`config.mk`:
```
export PLATFORM = sky130hd
export DESIGN_NAME = sync_fifo_bram_flat
export DESIGN_NICKNAME = d
export VERILOG_FILES = /design/src/rtl/sync_fifo_bram_if.sv /design/src/rtl/sync_fifo_bram.sv /design/src/flat_wrapper.sv
export SDC_FILE = /design/constraint.sdc
export NUM_CORES = 1
export LEC_CHECK = 0
export ABC_CLOCK_PERIOD_IN_PS = 5550
export BUFFER_PORTS_ARGS = -buffer_cell sky130_fd_sc_hd__buf_2
export CORE_UTILIZATION = 25
export CTS_CLUSTER_SIZE = 12
export DETAILED_ROUTE_END_ITERATION = 16
export MAX_ROUTING_LAYER = met4
export PLACE_DENSITY = 0.4
export SYNTH_ARGS = -nofsm -noshare
export SYNTH_HDL_FRONTEND = slang
export SYNTH_SLANG_ARGS = --single-unit
```
`constraint.sdc`:
```
create_clock -name i_clk -period 5.55 [get_ports i_clk]
set_input_delay 1.11 -clock i_clk [delete_from_list [all_inputs] [get_ports i_clk]]
set_output_delay 1.11 -clock i_clk [all_outputs]
set_load 0.005 [all_outputs]
```
`src/rtl/sync_fifo_bram_if.sv`:
```
// rtl/sync_fifo_bram_if.sv - handshake and status bundle for sync_fifo_bram
//
// Purpose: groups the write, read, status and error signals of the FIFO so the
// producer/consumer side (master) and the FIFO itself (slave) share one port.
//
// Signals:
//   data_in      WIDTH      write data (master -> fifo)
//   wr_en        1          write request
//   rd_en        1          read request (standard) / pop (FWFT)
//   clr_err      1          clears the sticky error flags
//   data_out     WIDTH      read data (fifo -> master)
//   data_valid   1          data_out holds a popped (standard) / head (FWFT) word
//   full         1          no free RAM entries
//   almost_full  1          count >= AFULL_THR
//   empty        1          no readable entries
//   almost_empty 1          count <= AEMPTY_THR
//   count        PTR_LEN+1  words held, 0..DEPTH
//   overflow     1          sticky: write seen while full
//   underflow    1          sticky: read seen while empty
interface sync_fifo_bram_if #(
   parameter int WIDTH = 8,
   parameter int DEPTH = 16
);
   localparam int PTR_LEN = $clog2(DEPTH);

   logic [WIDTH-1:0]   data_in;
   logic               wr_en;
   logic               rd_en;
   logic               clr_err;
   logic [WIDTH-1:0]   data_out;
   logic               data_valid;
   logic               full;
   logic               almost_full;
   logic               empty;
   logic               almost_empty;
   logic [PTR_LEN:0]   count;
   logic               overflow;
   logic               underflow;

   modport master (
      output data_in, wr_en, rd_en, clr_err,
      input  data_out, data_valid, full, almost_full, empty, almost_empty,
             count, overflow, underflow
   );

   modport slave (
      input  data_in, wr_en, rd_en, clr_err,
      output data_out, data_valid, full, almost_full, empty, almost_empty,
             count, overflow, underflow
   );
endinterface

```
`src/rtl/sync_fifo_bram.sv`:
```
// rtl/sync_fifo_bram.sv - single-clock FIFO around an inferable simple-dual-port RAM
//
// Purpose: buffers frame bytes between MAC stages in one clock domain. Pointer
// based full/empty, fill count, programmable almost flags, sticky overflow and
// underflow, and a selectable standard or first-word-fall-through read mode.
//
// Ports:
//   i_clk   in   single clock, all logic on the rising edge
//   i_rst   in   synchronous reset, active-high
//   bus     slave modport of sync_fifo_bram_if (data, handshake, status, errors)
//
// Read path is two registers deep in both modes: a RAM read register (r_mid_*)
// followed by the output register. Standard mode: read accepted at edge N shows
// on data_out after edge N+1. FWFT mode: the two registers form a prefetch
// pipeline fed by a separate prefetch pointer, so rd_ptr only advances when the
// head word leaves the output register; this keeps count (wr_ptr - rd_ptr)
// inclusive of prefetched words and bounded by DEPTH, and keeps full correct.
module sync_fifo_bram #(
   parameter int WIDTH      = 8,
   parameter int DEPTH      = 16,
   parameter int PTR_LEN    = $clog2(DEPTH),
   parameter int FWFT       = 0,
   parameter int AFULL_THR  = DEPTH - 2,
   parameter int AEMPTY_THR = 2
) (
   input  logic              i_clk,
   input  logic              i_rst,
   sync_fifo_bram_if.slave   bus
);

   localparam int               PTR_W    = PTR_LEN + 1;
   localparam bit               L_FWFT   = (FWFT != 0);
   localparam logic [PTR_W-1:0] PTR_ONE  = PTR_W'(1);
   localparam logic [PTR_W-1:0] L_AFULL  = PTR_W'(AFULL_THR);
   localparam logic [PTR_W-1:0] L_AEMPTY = PTR_W'(AEMPTY_THR);

   logic [WIDTH-1:0]   r_mem [DEPTH];

   logic [PTR_W-1:0]   r_wr_ptr;
   logic [PTR_W-1:0]   r_rd_ptr;
   logic [PTR_W-1:0]   r_pf_ptr;
   logic [WIDTH-1:0]   r_mid_data;
   logic               r_mid_vld;
   logic [WIDTH-1:0]   r_data_out;
   logic               r_data_valid;
   logic               r_overflow;
   logic               r_underflow;

   logic               w_full;
   logic               w_empty;
   logic [PTR_W-1:0]   w_count;
   logic               w_wr_acc;
   logic               w_rd_acc;
   logic               w_pf_avail;
   logic               w_out_load;
   logic               w_ram_rd;
   logic [PTR_LEN-1:0] w_rd_addr;

   // Status is derived from registered pointers/registers only.
   assign w_full  = (r_wr_ptr[PTR_LEN] != r_rd_ptr[PTR_LEN]) &&
                    (r_wr_ptr[PTR_LEN-1:0] == r_rd_ptr[PTR_LEN-1:0]);
   assign w_count = r_wr_ptr - r_rd_ptr;
   assign w_empty = L_FWFT ? !r_data_valid : (r_wr_ptr == r_rd_ptr);

   assign w_wr_acc = bus.wr_en && !w_full;
   assign w_rd_acc = bus.rd_en && !w_empty;

   // FWFT prefetch: the output register reloads when it is free or being
   // popped; the RAM is read whenever the mid register will be free after
   // this edge, which keeps one word per cycle flowing on back-to-back pops.
   assign w_pf_avail = (r_pf_ptr != r_wr_ptr);
   assign w_out_load = r_mid_vld && (!r_data_valid || w_rd_acc);
   assign w_ram_rd   = L_FWFT ? (w_pf_avail && (!r_mid_vld || w_out_load))
                              : w_rd_acc;
   assign w_rd_addr  = L_FWFT ? r_pf_ptr[PTR_LEN-1:0] : r_rd_ptr[PTR_LEN-1:0];

   // RAM array and its read register carry no reset so they map onto block RAM.
   always_ff @(posedge i_clk) begin
      if (w_wr_acc) begin
         r_mem[r_wr_ptr[PTR_LEN-1:0]] <= bus.data_in;
      end
      if (w_ram_rd) begin
         r_mid_data <= r_mem[w_rd_addr];
      end
   end

   always_ff @(posedge i_clk) begin
      if (i_rst) begin
         r_wr_ptr     <= '0;
         r_rd_ptr     <= '0;
         r_pf_ptr     <= '0;
         r_mid_vld    <= 1'b0;
         r_data_out   <= '0;
         r_data_valid <= 1'b0;
         r_overflow   <= 1'b0;
         r_underflow  <= 1'b0;
      end else begin
         if (w_wr_acc) begin
            r_wr_ptr <= r_wr_ptr + PTR_ONE;
         end
         if (w_rd_acc) begin
            r_rd_ptr <= r_rd_ptr + PTR_ONE;
         end
         if (w_ram_rd) begin
            r_pf_ptr <= r_pf_ptr + PTR_ONE;
         end

         if (L_FWFT) begin
            if (w_ram_rd) begin
               r_mid_vld <= 1'b1;
            end else if (w_out_load) begin
               r_mid_vld <= 1'b0;
            end
            if (w_out_load) begin
               r_data_out   <= r_mid_data;
               r_data_valid <= 1'b1;
            end else if (w_rd_acc) begin
               r_data_valid <= 1'b0;
            end
         end else begin
            // Standard mode: r_mid_vld marks a read issued last edge; data_out
            // keeps its last value when nothing new arrives.
            r_mid_vld <= w_rd_acc;
            if (r_mid_vld) begin
               r_data_out <= r_mid_data;
            end
            r_data_valid <= r_mid_vld;
         end

         // A set event in the same cycle as clr_err takes priority.
         if (bus.wr_en && w_full) begin
            r_overflow <= 1'b1;
         end else if (bus.clr_err) begin
            r_overflow <= 1'b0;
         end
         if (bus.rd_en && w_empty) begin
            r_underflow <= 1'b1;
         end else if (bus.clr_err) begin
            r_underflow <= 1'b0;
         end
      end
   end

   assign bus.data_out     = r_data_out;
   assign bus.data_valid   = r_data_valid;
   assign bus.full         = w_full;
   assign bus.almost_full  = (w_count >= L_AFULL);
   assign bus.empty        = w_empty;
   assign bus.almost_empty = (w_count <= L_AEMPTY);
   assign bus.count        = w_count;
   assign bus.overflow     = r_overflow;
   assign bus.underflow    = r_underflow;

endmodule

```
`src/flat_wrapper.sv`:
```
// flat-port wrapper written by rule: the top's interface ports become plain ports
module sync_fifo_bram_flat 
#(
   parameter int WIDTH      = 8,
   parameter int DEPTH      = 16,
   parameter int PTR_LEN    = $clog2(DEPTH),
   parameter int FWFT       = 0,
   parameter int AFULL_THR  = DEPTH - 2,
   parameter int AEMPTY_THR = 2
)
  (i_clk, i_rst, bus_data_in, bus_wr_en, bus_rd_en, bus_clr_err, bus_data_out, bus_data_valid, bus_full, bus_almost_full, bus_empty, bus_almost_empty, bus_count, bus_overflow, bus_underflow);
  sync_fifo_bram_if #(.WIDTH(WIDTH), .DEPTH(DEPTH)) bus_i ();
  input  logic i_clk;
  input  logic i_rst;
  input wire logic [$bits(bus_i.data_in)-1:0] bus_data_in;
  input wire logic [$bits(bus_i.wr_en)-1:0] bus_wr_en;
  input wire logic [$bits(bus_i.rd_en)-1:0] bus_rd_en;
  input wire logic [$bits(bus_i.clr_err)-1:0] bus_clr_err;
  output wire logic [$bits(bus_i.data_out)-1:0] bus_data_out;
  output wire logic [$bits(bus_i.data_valid)-1:0] bus_data_valid;
  output wire logic [$bits(bus_i.full)-1:0] bus_full;
  output wire logic [$bits(bus_i.almost_full)-1:0] bus_almost_full;
  output wire logic [$bits(bus_i.empty)-1:0] bus_empty;
  output wire logic [$bits(bus_i.almost_empty)-1:0] bus_almost_empty;
  output wire logic [$bits(bus_i.count)-1:0] bus_count;
  output wire logic [$bits(bus_i.overflow)-1:0] bus_overflow;
  output wire logic [$bits(bus_i.underflow)-1:0] bus_underflow;
  assign bus_i.data_in = bus_data_in;
  assign bus_i.wr_en = bus_wr_en;
  assign bus_i.rd_en = bus_rd_en;
  assign bus_i.clr_err = bus_clr_err;
  assign bus_data_out = bus_i.data_out;
  assign bus_data_valid = bus_i.data_valid;
  assign bus_full = bus_i.full;
  assign bus_almost_full = bus_i.almost_full;
  assign bus_empty = bus_i.empty;
  assign bus_almost_empty = bus_i.almost_empty;
  assign bus_count = bus_i.count;
  assign bus_overflow = bus_i.overflow;
  assign bus_underflow = bus_i.underflow;
  sync_fifo_bram #(.WIDTH(WIDTH), .DEPTH(DEPTH), .PTR_LEN(PTR_LEN), .FWFT(FWFT), .AFULL_THR(AFULL_THR), .AEMPTY_THR(AEMPTY_THR)) u_core (.i_clk(i_clk), .i_rst(i_rst), .bus(bus_i));
endmodule
```
### Yosys cells after proc, flatten, opt, wreduce, memory -nomap -nowiden

Memories as Yosys holds them, arrays and structs flattened. A register that Yosys moved wholly into a read port is not among the register bits.
Cells that the tools add are included.
Widths: inputs -> output; s select.

* bits in registers: 22
* bits in writable memories: 128
* input port bits: 13
* output and inout port bits: 20
* logic and storage cells: 30
* memories kept: 1

Memory list
* u_core.r_mem: words 16, bits a word 8, rd ports 1, clocked after memory_dff 1, wr ports 1, RTL line sync_fifo_bram.sv:37 `logic [WIDTH-1:0] r_mem [DEPTH];`

* add/sub/neg operators: 3
* $lt $le $gt $ge: 2
* equal/unequal tests: 3
* multiplexer cells: 5
* reduce and logical (&&, ||, !) cells: 9

Operator list (count)
* $add 5x1->5 const B: 2
* $eq 5x5->1: 1
* $ge 5x4->1 const B: 1
* $le 5x2->1 const B: 1
* $logic_and 1x1->1: 5
* $mux 1: 5
* $sub 5x5->5: 1
* $eq 4x4->1: 1
* $reduce_bool 2->1: 2
* $logic_not 1->1: 2
* $ne 1x1->1: 1

### Depth between registers and ports, before layout

* depth in word-level cells: 6
* depth in mapped cells: 8
* gate-level depth less buffers: 8

### Worst setup path after synthesis

OpenSTA, ideal clock, no wires.

* path kind: register to output
* start point: register u_core.r_rd_ptr[1]
* end point: output bus_almost_empty
* arrival: 2323 ps
* required time: 4440 ps
* slack: 2117 ps
* stages on the path, launching flop included: 9
* path buffers: 2
* cell sequence: dfxtp_1 > buf_4 > buf_1 > inv_1 > fa_1 > a21o_1 > a21oi_1 > xnor2_1 > a2111oi_2

* cells in the longest elaborated chain, start to end: 2

RTL lines
* start, declared: RTL line sync_fifo_bram.sv:40 `logic [PTR_W-1:0] r_rd_ptr;`
* start signal, assigned: RTL line sync_fifo_bram.sv:102 `r_rd_ptr <= r_rd_ptr + PTR_ONE;`
* $sub 5x5->5: RTL line sync_fifo_bram.sv:62 `assign w_count = r_wr_ptr - r_rd_ptr;`
* net bus_count[4]: RTL line flat_wrapper.sv:25 `output wire logic [$bits(bus_i.count)-1:0] bus_count;`
* $le 5x2->1: RTL line sync_fifo_bram.sv:149 `assign bus.almost_empty = (w_count <= L_AEMPTY);`
* end, declared: RTL line flat_wrapper.sv:24 `output wire logic [$bits(bus_i.almost_empty)-1:0] bus_almost_empty;`

The timed path passes the listed nets, and every way through them passes these cells.

### Worst setup path in the final report

* start point: register u_core.r_rd_ptr[1]
* end point: output bus_almost_empty

* cells in the longest elaborated chain, start to end: 2

RTL lines (RTL line)
* $sub 5x5->5: sync_fifo_bram.sv:62
* $le 5x2->1: sync_fifo_bram.sv:149

Every way passes these cells.

==> flow_metrics.py <==
metrics = {
    "worst_setup_path": {
        "critPathBufInv": 3,
        "critical_path.reg2reg.endpoint": "u_core.r_mem[2][0]",
        "rr_worst_depth": 6,
        "r2r-start": "u_core.r_rd_ptr[3]",
        "crit_slowest_cell": "fa_1",
        "start_kind": "register",
        "crit_chain": "buf_4 -> inv_1 -> fa_1 -> a21o_1 -> a21oi_1 -> xnor2_1 -> a2111oi_2 -> buf_2",
        "r2r_setup_slack_ns": 2.01,
        "worstSetupEndpointType": "output pin",
        "worstSetupPathType": "reg -> out",
        "cp.arrival_ns": 2.65,
        "worstPathMaxFanout": 21,
        "cp.required_ns": 4.44,
        "cp_top_family": "compound AO/OA/AOI/OAI gates",
        "crit_cells": 8,
        "slowest_delay_ns": 0.46,
    },
    "global_routing": {
        "grt_pass1_wl_um": 21500,
        "grt_usage": 0.120,
        "grt_pass1_vias": 3428,
        "overflow": 0,
        "antenna_found_initial": 0,
        "grt_max_degree": 44,
    },
    "logic_synthesis": {
        "syn-num-nets": 383,
        "synth_mux_area_frac": 0.140,
        "synth-simple-area-share": 0.0391,
        "ys_seq_elements": 158,
        "synth_cell_types": 36,
        "synthAdderAreaFrac": 0.0211,
        "netlist_top_cells_area": "edfxtp_1 (65%), mux4_2 (8.6%), dfxtp_1 (7.0%)",
        "yosysTopAreaCell": "edfxtp_1",
        "synth_cells": 360,
        "synth_edf_count": 136,
        "ys_seq_area_frac": 0.718,
        "syn_area_per_cell_sq_um": 17.5,
        "synth_xor_area_frac": 0.0179,
        "synth.top_cell.area_share": 0.649,
        "synth_compound_area_frac": 0.0427,
        "synth_ff_type": "edfxtp_1",
        "synthArstFlopShare": 0,
        "synth_top_family_by_area": "multiplexers",
        "ys_warn_count": 0,
        "syn_area_sq_mm": 0.00630,
    },
    "sta": {
        "clock.fmax_mhz": 266,
        "grt_setup_unrepaired": "false",
        "maxSlewViolCount": 0,
        "slew_headroom": 0.152,
        "fin_skew_ns": 0.0189,
        "fin_setup_tns_ns": 0,
        "period_minus_slack_ns": 3.76,
        "worstMarginPinSlew_ns": 1.26,
        "setup_viol": 0,
        "hold_viol_final": 0,
        "post-route-period-util": 0.677,
        "fin_ws_ns": 1.79,
    },
    "hold_path": {
        "min_to": "u_core.bus.data_out[3]",
        "hold_path_class": "reg -> reg",
        "worstHoldStart": "u_core.r_mid_data[3]",
        "hold_depth": 2,
    },
    "placement": {
        "portBuffers": 32,
        "place_inst": 703,
        "place_ws_ns": 2.05,
        "place_congestion": 0.744,
        "dp_hpwl_um": 9370,
    },
    "drt": {
        "drt-initial-drc-count": 262,
        "wl_per_cell_um": 18.9,
        "finalWirelength_um": 13900,
        "vias": 3186,
        "via_per_inst": 4.33,
        "drc": 0,
        "ant_nets": 0,
        "firstDrtPassIters": 4,
    },
    "die": {
        "die_h_um": 161,
        "initial_utilization": 0.257,
        "num_rows": 57,
        "die_w_um": 161,
        "io_pins": 33,
        "core_area_sq_mm": 0.0245,
        "die-area_sq_mm": 0.0258,
    },
    "clocking": {
        "clock_latency_ns": 0.43,
        "hold_buffers": 0,
        "ctsResizeCount": 0,
        "postCtsSetupBuffers": 0,
        "numCtsBuffers": 17,
        "cts.sinks": 158,
        "root_buffer": "clkbuf_16",
        "htree_levels": 4,
        "clockBufferDepth": 2,
        "cts_tree": "yes",
        "clkSlewWorstSetupHoldPaths_ns": 0.06,
    },
    "final_layout": {
        "nNetsFinal": 421,
        "n_antenna_cell": 0,
        "area_growth_pct": 17.2,
        "final_common_cell": "edfxtp_1",
        "finalNonFillerCells": 735,
        "drive_gt1_frac": 0.236,
        "most-common-layout-cells": "edfxtp_1 (136), mux2i_1 (34), nor2_1 (33)",
        "post-route-util": 0.301,
    },
    "run_status": {
        "status": "finished clean",
    },
    "power_and_ir_drop": {
        "p_leak_nw": 2.37,
        "p_per_area_mw_per_mm2": 390,
        "max-vdd-ir-drop_mv": 0.214,
    },
    "flow_run": {
        "cap_violations": 0,
    },
}
how the worst max path moves through the flow:
stage | slack [ns] | start | to
2_1_floorplan | 2.12 | u_core.r_rd_ptr[1] | bus_almost_empty
3_3_place_gp | 2.25 | u_core.r_rd_ptr[3] | u_core.r_mem[2][5]
3_5_place_dp | 2.05 | u_core.r_rd_ptr[3] | u_core.r_mem[2][4]
4_1_cts | 1.74 | u_core.r_rd_ptr[1] | bus_almost_empty
5_1_grt | 1.54 | u_core.r_rd_ptr[1] | bus_almost_empty
6_report | 1.79 | u_core.r_rd_ptr[1] | bus_almost_empty
metrics by stage:
step	hold slack [ns]	instance area, sq um	power (mW)
floorplan	0.457	6300	1.64
global route	0.515	7380	2.99
global placement	0.470	6800	1.76
detailed placement	0.477	6800	1.77
finish	0.488	7380	2.88
CTS	0.494	7380	2.92
worst reg2reg max path, cell delays in order, from the launching register on:
cell and delay, ns:
dfxtp_1 0.57, inv_1 0.27, ha_1 0.41, and4_1 0.23
a21boi_1 0.45, nand2_1 0.22, nor3_1 1.00
kinds of logic after synthesis:
group | Yosys count
AOI/OAI and AO/OA | 41
xor gates and xnor gates | 12
DFF | 158
adders and majority gates | 10
and+or+nand+nor | 55
buffers and inverters | 26
muxes | 58
synth_stat cells (5+ instances only):
master    count
edfxtp_1    136
mux2i_1      34
nor2_1       33
mux4_2       24
dfxtp_1      22
o21ai_0      17
ha_1          9
a221oi_1      8
inv_1         8
xnor2_1       7
a21oi_1       6
clkbuf_1      5
nand2_1       5
routing by layer:
layer	vias up	track usage	part of all wire
met1	1622	0.152	0.47
met5	-	-	0
met3	13	0.0279	0.038
met4	0	0.0442	0.016
met2	71	0.186	0.48
li1	1480	-	-
flip-flops by register name, indices dropped and copies added (netlist names):
register and count:
u_core.bus.data_valid 1, u_core.r_mem 128, u_core.r_wr_ptr 5, u_core.bus.overflow 1
u_core.r_mid_vld 1, u_core.r_mid_data 8, u_core.bus.underflow 1, u_core.bus.data_out 8
u_core.r_rd_ptr 5
power breakdown:
group / internal, mW / leakage, nW / switching [mW]
registers: 1.33 / 1.41 / 0.0175
clock network: 0.668 / 0.275 / 0.483
logic: 0.164 / 0.683 / 0.213
layout make-up:
cell class              count  area, sq um
fillers                  2432        17200
clock inverters            15          158
flip-flops and latches    158         4530
multi-input cells         176         1640
inverters                   8         30.0
clock buffers              17          425
repair buffers             37          198
well taps                 324          405
(Power assumes the default switching activity.)
